--- src/rtl/cpu_ctrl_pkg.sv ---
// Shared types for the multi-cycle MIPS control path: state encoding, opcodes, datapath select codes.
// Pure declarations; no latency or backpressure of its own.
package cpu_ctrl_pkg;

   typedef enum logic [3:0] {
      FETCH, DECODE, MEMADR, MEMRD, MEMWB, MEMWR,
      EXEC, ALUWB, ADDIEX, ADDIWB, BRANCH, JUMP, TRAP
   } state_t;

   localparam logic [5:0] OP_LW    = 6'b100011;
   localparam logic [5:0] OP_SW    = 6'b101011;
   localparam logic [5:0] OP_BEQ   = 6'b000100;
   localparam logic [5:0] OP_BNE   = 6'b000101;
   localparam logic [5:0] OP_J     = 6'b000010;
   localparam logic [5:0] OP_ADDI  = 6'b001000;
   localparam logic [5:0] OP_RTYPE = 6'b000000;

   localparam logic [1:0] ALUOP_ADD   = 2'b00;
   localparam logic [1:0] ALUOP_SUB   = 2'b01;
   localparam logic [1:0] ALUOP_FUNCT = 2'b10;

   localparam logic [1:0] SRCB_B     = 2'b00;
   localparam logic [1:0] SRCB_FOUR  = 2'b01;
   localparam logic [1:0] SRCB_IMM   = 2'b10;
   localparam logic [1:0] SRCB_SHIMM = 2'b11;

   localparam logic [1:0] PCSRC_ALU    = 2'b00;
   localparam logic [1:0] PCSRC_ALUOUT = 2'b01;
   localparam logic [1:0] PCSRC_JUMP   = 2'b10;

   // States that hold while the unified memory has not completed the access.
   function automatic logic is_wait_state(input state_t s);
      return (s == FETCH) || (s == MEMRD) || (s == MEMWR);
   endfunction

endpackage

--- src/rtl/ctrl_state_decode.sv ---
// Combinational map from FSM state (+ mem_ready, timeout, bne flag) to datapath strobes and selects.
// Zero latency; strobes in wait states follow mem_ready, and everything is forced low while reset is high.
module ctrl_state_decode
   import cpu_ctrl_pkg::*;
(
   input  logic       reset,
   input  state_t     state,
   input  logic       mem_ready,
   input  logic       bne_op,
   input  logic       timeout,
   output logic       pcwrite,
   output logic       pcwritecond,
   output logic       iord,
   output logic       memread,
   output logic       memwrite,
   output logic       irwrite,
   output logic       memtoreg,
   output logic       regdst,
   output logic       regwrite,
   output logic       alusrca,
   output logic [1:0] alusrcb,
   output logic [1:0] pcsource,
   output logic [1:0] aluop,
   output logic       branch_ne,
   output logic       illegal,
   output logic       bus_error
);

   always_comb begin
      pcwrite     = 1'b0;
      pcwritecond = 1'b0;
      iord        = 1'b0;
      memread     = 1'b0;
      memwrite    = 1'b0;
      irwrite     = 1'b0;
      memtoreg    = 1'b0;
      regdst      = 1'b0;
      regwrite    = 1'b0;
      alusrca     = 1'b0;
      alusrcb     = SRCB_B;
      pcsource    = PCSRC_ALU;
      aluop       = ALUOP_ADD;
      branch_ne   = 1'b0;
      illegal     = 1'b0;
      bus_error   = 1'b0;
      if (!reset) begin
         bus_error = timeout;
         branch_ne = (state == BRANCH) && bne_op;
         case (state)
            FETCH: begin
               // IR and PC only latch once the fetch actually completes.
               memread = 1'b1;
               alusrcb = SRCB_FOUR;
               irwrite = mem_ready;
               pcwrite = mem_ready;
            end
            DECODE: alusrcb = SRCB_SHIMM;
            MEMADR, ADDIEX: begin
               alusrca = 1'b1;
               alusrcb = SRCB_IMM;
            end
            MEMRD: begin
               memread = 1'b1;
               iord    = 1'b1;
            end
            MEMWB: begin
               memtoreg = 1'b1;
               regwrite = 1'b1;
            end
            MEMWR: begin
               memwrite = 1'b1;
               iord     = 1'b1;
            end
            EXEC: begin
               alusrca = 1'b1;
               aluop   = ALUOP_FUNCT;
            end
            ALUWB: begin
               regdst   = 1'b1;
               regwrite = 1'b1;
            end
            ADDIWB: regwrite = 1'b1;
            BRANCH: begin
               alusrca     = 1'b1;
               aluop       = ALUOP_SUB;
               pcwritecond = 1'b1;
               pcsource    = PCSRC_ALUOUT;
            end
            JUMP: begin
               pcwrite  = 1'b1;
               pcsource = PCSRC_JUMP;
            end
            TRAP: illegal = 1'b1;
            default: ;
         endcase
      end
   end

endmodule

--- src/rtl/multicycle_control.sv ---
// Multi-cycle MIPS control FSM with memory wait/timeout and retired counter; bne support under `BNE_EN.
// 3-5 cycles per instruction plus one per mem_ready-low cycle in FETCH/MEMRD/MEMWR; timeout abandons to FETCH.
module multicycle_control
   import cpu_ctrl_pkg::*;
#(
   parameter int RET_W      = 32,
   parameter int TMO_CYCLES = 16
) (
   input  logic             clk,
   input  logic             reset,
   input  logic [5:0]       opcode,
   input  logic             mem_ready,
   output logic             pcwrite,
   output logic             pcwritecond,
   output logic             iord,
   output logic             memread,
   output logic             memwrite,
   output logic             irwrite,
   output logic             memtoreg,
   output logic             regdst,
   output logic             regwrite,
   output logic             alusrca,
   output logic [1:0]       alusrcb,
   output logic [1:0]       pcsource,
   output logic [1:0]       aluop,
   output logic             branch_ne,
   output logic             illegal,
   output logic             bus_error,
   output logic [RET_W-1:0] retired
);

   localparam int WAIT_W = (TMO_CYCLES < 2) ? 1 : $clog2(TMO_CYCLES + 1);
   localparam logic [WAIT_W-1:0] TMO_VAL = WAIT_W'(TMO_CYCLES);

   state_t            state;
   state_t            state_nxt;
   logic [5:0]        op_q;
   logic [WAIT_W-1:0] wait_cnt;
   logic              in_wait;
   logic              timeout;
   logic              retire;
   logic              bne_op;

   assign in_wait = is_wait_state(state);
   assign timeout = (TMO_CYCLES != 0) && in_wait && !mem_ready && (wait_cnt == TMO_VAL);

`ifdef BNE_EN
   assign bne_op = (op_q == OP_BNE);
`else
   assign bne_op = 1'b0;
`endif

   always_comb begin
      state_nxt = state;
      retire    = 1'b0;
      case (state)
         FETCH: begin
            if (timeout)        state_nxt = FETCH;
            else if (mem_ready) state_nxt = DECODE;
         end
         DECODE: begin
            case (opcode)
               OP_LW, OP_SW: state_nxt = MEMADR;
               OP_RTYPE:     state_nxt = EXEC;
               OP_ADDI:      state_nxt = ADDIEX;
               OP_BEQ:       state_nxt = BRANCH;
`ifdef BNE_EN
               OP_BNE:       state_nxt = BRANCH;
`endif
               OP_J:         state_nxt = JUMP;
               default:      state_nxt = TRAP;
            endcase
         end
         MEMADR: state_nxt = (op_q == OP_LW) ? MEMRD : MEMWR;
         MEMRD: begin
            if (timeout)        state_nxt = FETCH;
            else if (mem_ready) state_nxt = MEMWB;
         end
         MEMWR: begin
            // A completed store retires; an abandoned one does not.
            if (timeout || mem_ready) state_nxt = FETCH;
            retire = mem_ready;
         end
         EXEC:   state_nxt = ALUWB;
         ADDIEX: state_nxt = ADDIWB;
         MEMWB, ALUWB, ADDIWB, BRANCH, JUMP: begin
            state_nxt = FETCH;
            retire    = 1'b1;
         end
         TRAP:    state_nxt = FETCH;
         default: state_nxt = FETCH;
      endcase
   end

   always_ff @(posedge clk) begin
      if (reset) begin
         state    <= FETCH;
         op_q     <= '0;
         wait_cnt <= '0;
         retired  <= '0;
      end else begin
         state <= state_nxt;
         if (state == DECODE) op_q <= opcode;
         // Re-entering FETCH after a timeout counts as a fresh entry.
         if (timeout || (state_nxt != state))
            wait_cnt <= '0;
         else if (in_wait && !mem_ready && (wait_cnt != TMO_VAL))
            wait_cnt <= wait_cnt + WAIT_W'(1);
         if (retire) retired <= retired + RET_W'(1);
      end
   end

   ctrl_state_decode u_decode (
      .reset       (reset),
      .state       (state),
      .mem_ready   (mem_ready),
      .bne_op      (bne_op),
      .timeout     (timeout),
      .pcwrite     (pcwrite),
      .pcwritecond (pcwritecond),
      .iord        (iord),
      .memread     (memread),
      .memwrite    (memwrite),
      .irwrite     (irwrite),
      .memtoreg    (memtoreg),
      .regdst      (regdst),
      .regwrite    (regwrite),
      .alusrca     (alusrca),
      .alusrcb     (alusrcb),
      .pcsource    (pcsource),
      .aluop       (aluop),
      .branch_ne   (branch_ne),
      .illegal     (illegal),
      .bus_error   (bus_error)
   );

endmodule

--- config.mk ---
export PLATFORM = sky130hd
export DESIGN_NAME = multicycle_control
export DESIGN_NICKNAME = d
export VERILOG_FILES = /design/src/rtl/cpu_ctrl_pkg.sv /design/src/rtl/ctrl_state_decode.sv /design/src/rtl/multicycle_control.sv
export SDC_FILE = /design/constraint.sdc
export NUM_CORES = 1
export LEC_CHECK = 0
export CAP_MARGIN = 10
export CORE_ASPECT_RATIO = 0.9
export CORE_MARGIN = 4
export CORE_UTILIZATION = 35
export DETAILED_ROUTE_END_ITERATION = 12
export PLACE_DENSITY = 0.67
export SETUP_SLACK_MARGIN = 0.3
export SLEW_MARGIN = 15
export SYNTH_ARGS = -nofsm -noshare
export SYNTH_HDL_FRONTEND = slang
export SYNTH_HIERARCHICAL = 1
export SYNTH_SLANG_ARGS = --single-unit
--- constraint.sdc ---
create_clock -name clk -period 6 [get_ports clk]
set_input_delay 1.2 -clock clk [delete_from_list [all_inputs] [get_ports clk]]
set_output_delay 1.2 -clock clk [all_outputs]
set_load 0.02 [all_outputs]
==> results of run 1 <==
==> synthesized netlist by cell type, drive strengths merged (2+ instances only) <==
cell type   n
nor3       15
clkbuf     11
inv         8
or4        15
nand2      31
nor4b       4
a21oi      32
nor2b       9
nor3b       3
nand4       6
or3        11
nand4bb     2
nand2b      6
xor2        2
a211oi      8
o21ai      13
nor2       33
buf        14
dfxtp      47
nor4        6
nand3      16
and4        2
xnor2      17
ha          3
o31ai      14
and3        4
==> area by class of cell <==
class,instances,share of cell area (%)
multi-input combinational,272,48.4
sequential,47,27.6
timing repair buffer,58,16.9
tap,96,3.52
clock buffer,7,2.53
inverter,8,0.879
clock inverter,1,0.257
==> report_power, final <==
part | switching (W) | internal, W | leakage [nW]
clock network | 0.000107 | 0.0000946 | 0.0484
registers | 0.0000163 | 0.000319 | 0.380
logic | 0.0000540 | 0.0000413 | 0.587
==> worst paths after layout <==
check / startpoint / to / slack [ns] / depth (start not counted)
setup / recovery: mem_ready / bus_error / 1.59 / 6
hold reg to reg: op_q[1]$_SDFFE_PP0P_ / op_q[1]$_SDFFE_PP0P_ / 0.46 / 2
setup reg to reg: state[0]$_SDFF_PP0_ / retired[18]$_SDFFE_PP0P_ / 2.71 / 5
hold / removal: op_q[1]$_SDFFE_PP0P_ / op_q[1]$_SDFFE_PP0P_ / 0.46 / 2
==> cells by family after synthesis <==
logic type	synth area share (%)
other cells	0.137
flops	34.3
simple gates	34.5
fa+ha+maj	1.37
mux	0.776
xor+xnor	6.07
buf+inv	5.39
compound gates	17.4
==> worst min-delay path: cells and delay by family (launching register included) <==
family | cells | cell delay (ns)
flops | 1 | 0.31
compound gates | 1 | 0.05
simple gates | 1 | 0.05
==> metrics by stage <==
stage / std cells / setup slack [ns] / power, W / instance area (µm²)
4_1_cts: 489 / 1.59 / 0.000640 / 3410
2_1_floorplan: 352 / 2.39 / 0.000407 / 2740
3_3_place_gp: 481 / 1.64 / 0.000436 / 3320
3_5_place_dp: 481 / 1.59 / 0.000438 / 3320
6_report: 489 / 1.59 / 0.000632 / 3410
5_1_grt: 489 / 1.42 / 0.000666 / 3410
==> sequential cells by signal, summed over array words and instances, names as in the netlist <==
register	cells
retired	32
wait_cnt	5
op_q	6
state	4
==> layer usage <==
metal / vias to the layer above / routed length [µm]
met3: 4 / 366
li1: 1367 / -
met2: 65 / 3110
met4: 0 / 53
met5: - / 0
met1: 1263 / 3180
==> impl_metrics.py, run 1 <==
metrics = {
    "yosys": {
        "edff_count_synth": 0,
        "ys_types": 55,
        "mappedNetlistNets": 364,
        "seq_area_frac_synth_pct": 34.3,
        "synth_cell_area_um2": 2740,
        "yosys_warnings": 6,
        "dominant_cell_type_by_area_after_synthesis": "sky130_fd_sc_hd__dfxtp_1",
        "cell_count_after_synthesis": 352,
        "post_synth.cell_area_avg_um2": 7.79,
        "yosys_register_bits": 47,
        "synth_area_leaders": "sky130_fd_sc_hd__dfxtp_1, sky130_fd_sc_hd__a21oi_1, sky130_fd_sc_hd__xnor2_1",
        "asyncSetResetFlopFracSynth_pct": 0,
        "proportion_of_netlist_area_held_by_the_largest_area_contributor_pct": 34.3,
        "synth_flop_cell": "sky130_fd_sc_hd__dfxtp_1",
    },
    "finish": {
        "finish.utilization_pct": 45.0,
        "final_layout_size_suffix_gt1_share_pct": 3.56,
        "mostFrequentLayoutCells": "sky130_fd_sc_hd__clkdlybuf4s50_1, sky130_fd_sc_hd__dfxtp_1, sky130_fd_sc_hd__nor2_1",
        "multiInputGateArea_um2": 1650,
        "layout.area.seq_um2": 941,
        "layout.cells.most_common": "sky130_fd_sc_hd__clkdlybuf4s50_1",
        "layout.nets": 404,
        "antenna_cells": 0,
        "layout.filler_cells": 766,
        "flow.area_growth_from_synthesis_pct": 24.6,
    },
    "floorplanning": {
        "initial_core_util_pct": 36.2,
        "design.die.area_um2": 9310,
        "io-pin-count": 60,
        "core_area_um2": 7580,
        "die_y_um": 92.0,
        "die_width_um": 101,
        "number_of_core_rows": 30,
    },
    "critical_path": {
        "critical-path-top-delay-family": "buffers and inverters",
        "critical_path.max_stage_delay_ns": 0.62,
        "endpoint_kind": "output port",
        "path_max_fanout": 7,
        "cp_data_required_time_ns": 4.80,
        "worstPathArrival_ns": 3.21,
        "worstPathCellList": "clkdlybuf4s50_1, nor2_1, a22oi_1, nor2_1, nor2b_1, clkdlybuf4s50_1",
        "cpMaxStageDelayCell": "sky130_fd_sc_hd__clkdlybuf4s50_1",
        "critPathLaunchType": "input port",
        "path_type_of_the_worst_setup_path": "in -> out",
        "critPathBufInv": 2,
    },
    "status": {
        "outcome": "complete, no violations",
    },
    "global_routing": {
        "groute.layer.met3.usage_pct": 3.19,
        "grt_pass1_vias": 2310,
        "grt_util_met1_pct": 19.9,
        "grt_pass1_wl_um": 11100,
        "antenna_found_initial": 0,
        "grt_util_met2_pct": 21.7,
        "globalRoute.totalOverflow": 0,
        "grt_most_used_layer": "met2",
        "grt_use_total_pct": 14.2,
        "grt_start_max_net_pins": 55,
    },
    "timing": {
        "tightest_slew_ns": 0.985,
        "timing.hold.ws_ns": 0.456,
        "fmax_mhz": 227,
        "hold_viol_final": 0,
        "final.min_clock_period_ns": 4.41,
        "setup_viol_count_final": 0,
        "slew_violations": 0,
        "share_of_the_clock_period_used_by_the_worst_path_pct": 73.5,
        "slew-limit-headroom_pct": 34.4,
        "setup_total_negative_slack_ns": 0,
        "setup_clock_skew_after_layout_ns": 0.0110,
        "rsz0062_at_grt": "no",
    },
    "clock_tree": {
        "clkSlewWorstSetupHoldPaths_ns": 0.08,
        "cts_tree": "yes",
        "number_of_buffers_inserted_during_clock_tree_synthesis": 5,
        "cts_post_setup_buffers_inserted": 0,
        "cts_htree_levels": 2,
        "cts-root-to-sink-buffers": 2,
        "clock-sinks": 47,
        "cts_hold_repair.buffers": 0,
        "number_of_resized_instances_in_the_post_cts_repair_step": 0,
        "clock_tree_root_driver_cell": "sky130_fd_sc_hd__clkbuf_8",
        "clock_latency_ns": 0.29,
    },
    "routing": {
        "dr_total_vias": 2699,
        "post-route-drc-count": 0,
        "firstDrtPassIters": 4,
        "postRouteWirelength_um": 6710,
        "avgViaCountPerCell": 5.52,
        "dr.first_iter.drc_count": 145,
        "route.detailed.wl_per_inst_um": 13.7,
        "antenna_left": 0,
    },
    "power": {
        "leakage_nw": 1.02,
        "cellPowerDensity_nw_per_um2": 185,
        "irDropWorstVdd_mv": 0.109,
    },
    "hold_path": {
        "hold_class": "reg -> reg",
    },
    "flow_run": {
        "cap_violations": 0,
    },
    "placed_design": {
        "detailedPlacementHpwl_um": 4610,
        "gp_congestion": 0.787,
        "port_buffers": 58,
    },
}
(Power assumes the default switching activity.)
==> run 2, diff against run 1 <==
--- a/config.mk
+++ b/config.mk
@@ -10,7 +10,7 @@
 export CORE_MARGIN = 4
 export CORE_UTILIZATION = 35
 export DETAILED_ROUTE_END_ITERATION = 12
-export PLACE_DENSITY = 0.67
+export PLACE_DENSITY = 0.69
 export SETUP_SLACK_MARGIN = 0.3
 export SLEW_MARGIN = 15
 export SYNTH_ARGS = -nofsm -noshare
==> constraint.sdc (replaced) <==
create_clock -name clk -period 3.9 [get_ports clk]
set_input_delay 0.78 -clock clk [delete_from_list [all_inputs] [get_ports clk]]
set_output_delay 0.78 -clock clk [all_outputs]
set_load 0.02 [all_outputs]
==> impl_metrics.py, run 2 (same netlist as run 1, synthesis figures left out) <==
metrics = {
    "floorplanning": {
        "initial_core_util_pct": 36.2,
        "die_y_um": 92.0,
        "core_area_um2": 7580,
        "design.die.area_um2": 9310,
        "io-pin-count": 60,
        "die_width_um": 101,
        "number_of_core_rows": 30,
    },
    "global_routing": {
        "grt_pass1_vias": 2413,
        "globalRoute.totalOverflow": 0,
        "antenna_found_initial": 0,
        "grt_pass1_wl_um": 11100,
        "grt_start_max_net_pins": 32,
        "grt_use_total_pct": 14.1,
    },
    "critical_path": {
        "worstPathCellList": "clkdlybuf4s50_1, or4b_1, a21boi_0, clkdlybuf4s50_1",
        "path_type_of_the_worst_setup_path": "in -> out",
        "path_max_fanout": 7,
        "endpoint_kind": "output port",
        "cp_data_required_time_ns": 3.12,
        "crit_path_frequent_cell": "sky130_fd_sc_hd__clkdlybuf4s50_1",
        "worstPathArrival_ns": 2.73,
        "critPathLaunchType": "input port",
        "critical_path.max_stage_delay_ns": 0.64,
        "cpMaxStageDelayCell": "sky130_fd_sc_hd__clkdlybuf4s50_1",
    },
    "hold_path": {
        "hold_class": "reg -> reg",
    },
    "routing": {
        "dr.first_iter.drc_count": 84,
        "postRouteWirelength_um": 6710,
        "dr_total_vias": 2698,
        "avgViaCountPerCell": 5.45,
        "firstDrtPassIters": 5,
        "route.detailed.wl_per_inst_um": 13.6,
        "post-route-drc-count": 0,
        "antenna_left": 0,
    },
    "finish": {
        "largest_register_ff_count": 32,
        "layout.nets": 410,
        "final_layout_size_suffix_gt1_share_pct": 5.01,
        "mostFrequentLayoutCells": "sky130_fd_sc_hd__clkdlybuf4s50_1, sky130_fd_sc_hd__dfxtp_1, sky130_fd_sc_hd__nor2_1",
        "largest_registers": "retired x32, op_q x6, wait_cnt x5",
        "antenna_cells": 0,
        "max_flop_register": "retired",
        "flow.area_growth_from_synthesis_pct": 27.6,
        "finish.utilization_pct": 46.1,
        "layout.cells.most_common": "sky130_fd_sc_hd__clkdlybuf4s50_1",
    },
    "power": {
        "leakage_nw": 1.06,
        "p_total_w": 0.00109,
        "irDropWorstVdd_mv": 0.137,
        "cellPowerDensity_nw_per_um2": 311,
    },
    "placed_design": {
        "placement.setup.worst_slack_ns": 0.406,
        "detailedPlacementHpwl_um": 4640,
        "port_buffers": 58,
        "gp_congestion": 0.765,
    },
    "timing": {
        "setup_viol_count_final": 0,
        "setup_total_negative_slack_ns": 0,
        "fmax_mhz": 285,
        "tightest_slew_ns": 0.906,
        "share_of_the_clock_period_used_by_the_worst_path_pct": 90.1,
        "setup_clock_skew_after_layout_ns": 0.0141,
        "slew-limit-headroom_pct": 39.1,
        "rsz0062_at_grt": "no",
        "postLayoutSetupSlackWorst_ns": 0.387,
        "slew_violations": 0,
        "final.min_clock_period_ns": 3.51,
        "hold_viol_final": 0,
    },
    "clock_tree": {
        "clock_tree_root_driver_cell": "sky130_fd_sc_hd__clkbuf_8",
        "clock_latency_ns": 0.30,
        "clock-sinks": 47,
        "cts_hold_repair.buffers": 0,
        "cts_htree_levels": 2,
        "number_of_resized_instances_in_the_post_cts_repair_step": 0,
        "cts_post_setup_buffers_inserted": 0,
        "cts_tree": "yes",
        "number_of_buffers_inserted_during_clock_tree_synthesis": 5,
        "cts-root-to-sink-buffers": 2,
        "clkSlewWorstSetupHoldPaths_ns": 0.08,
    },
    "flow_run": {
        "cap_violations": 0,
    },
    "status": {
        "outcome": "complete, no violations",
    },
}
-- run 2: changes by cell type in the layout (fill, tap and decap cells not counted) --
cell / delta
sky130_fd_sc_hd__buf_4: +6
sky130_fd_sc_hd__bufinv_16: +2
sky130_fd_sc_hd__clkbuf_8: -1
sky130_fd_sc_hd__clkinv_4: -1
-- run 2: critical path: cells and delay by family --
kind / cells / cell delay, ns
AND/OR/NAND/NOR: 1 / 0.45
buffers and inverters: 2 / 1.27
AO/OA/AOI/OAI: 1 / 0.22
-- run 2: cell type report --
cell class	instances	area [µm²]
well taps	96	120
clock buffers	6	72.6
repair buffers	64	621
multi-input cells	272	1650
inverters	8	30.0
fillers	748	4090
flip-flops and latches	47	941
clock inverters	2	60.1
-- run 2: final timing paths --
path                              endpoint            startpoint  slack, ns  cells past startpoint
hold / removal        op_q[1]$_SDFFE_PP0P_  op_q[1]$_SDFFE_PP0P_       0.45                      2
hold reg to reg       op_q[1]$_SDFFE_PP0P_  op_q[1]$_SDFFE_PP0P_       0.45                      2
setup reg to reg  retired[21]$_SDFFE_PP0P_   state[1]$_SDFF_PP0_       1.06                      5
setup / recovery                   pcwrite             mem_ready       0.39                      4
-- run 2: layer usage --
layer	GRT usage, %	up-vias	wire length [µm]
li1	-	1375	-
met1	19.4	1258	3230
met2	22.7	61	3070
met3	2.74	4	361
met4	3.10	0	44
met5	0	-	0
-- run 2: power breakdown --
group | switching [W] | internal, W
logic | 0.0000847 | 0.0000675
registers | 0.0000254 | 0.000490
clock network | 0.000165 | 0.000256
total | 0.000275 | 0.000814
-- run 2: metrics by stage --
step	cell area, µm²	cells	hold WS, ns
after floorplan	2740	352	0.432
after global placement	3360	487	0.441
after detailed placement	3360	487	0.445
after CTS	3500	495	0.456
after global routing	3500	495	0.475
final	3500	495	0.451
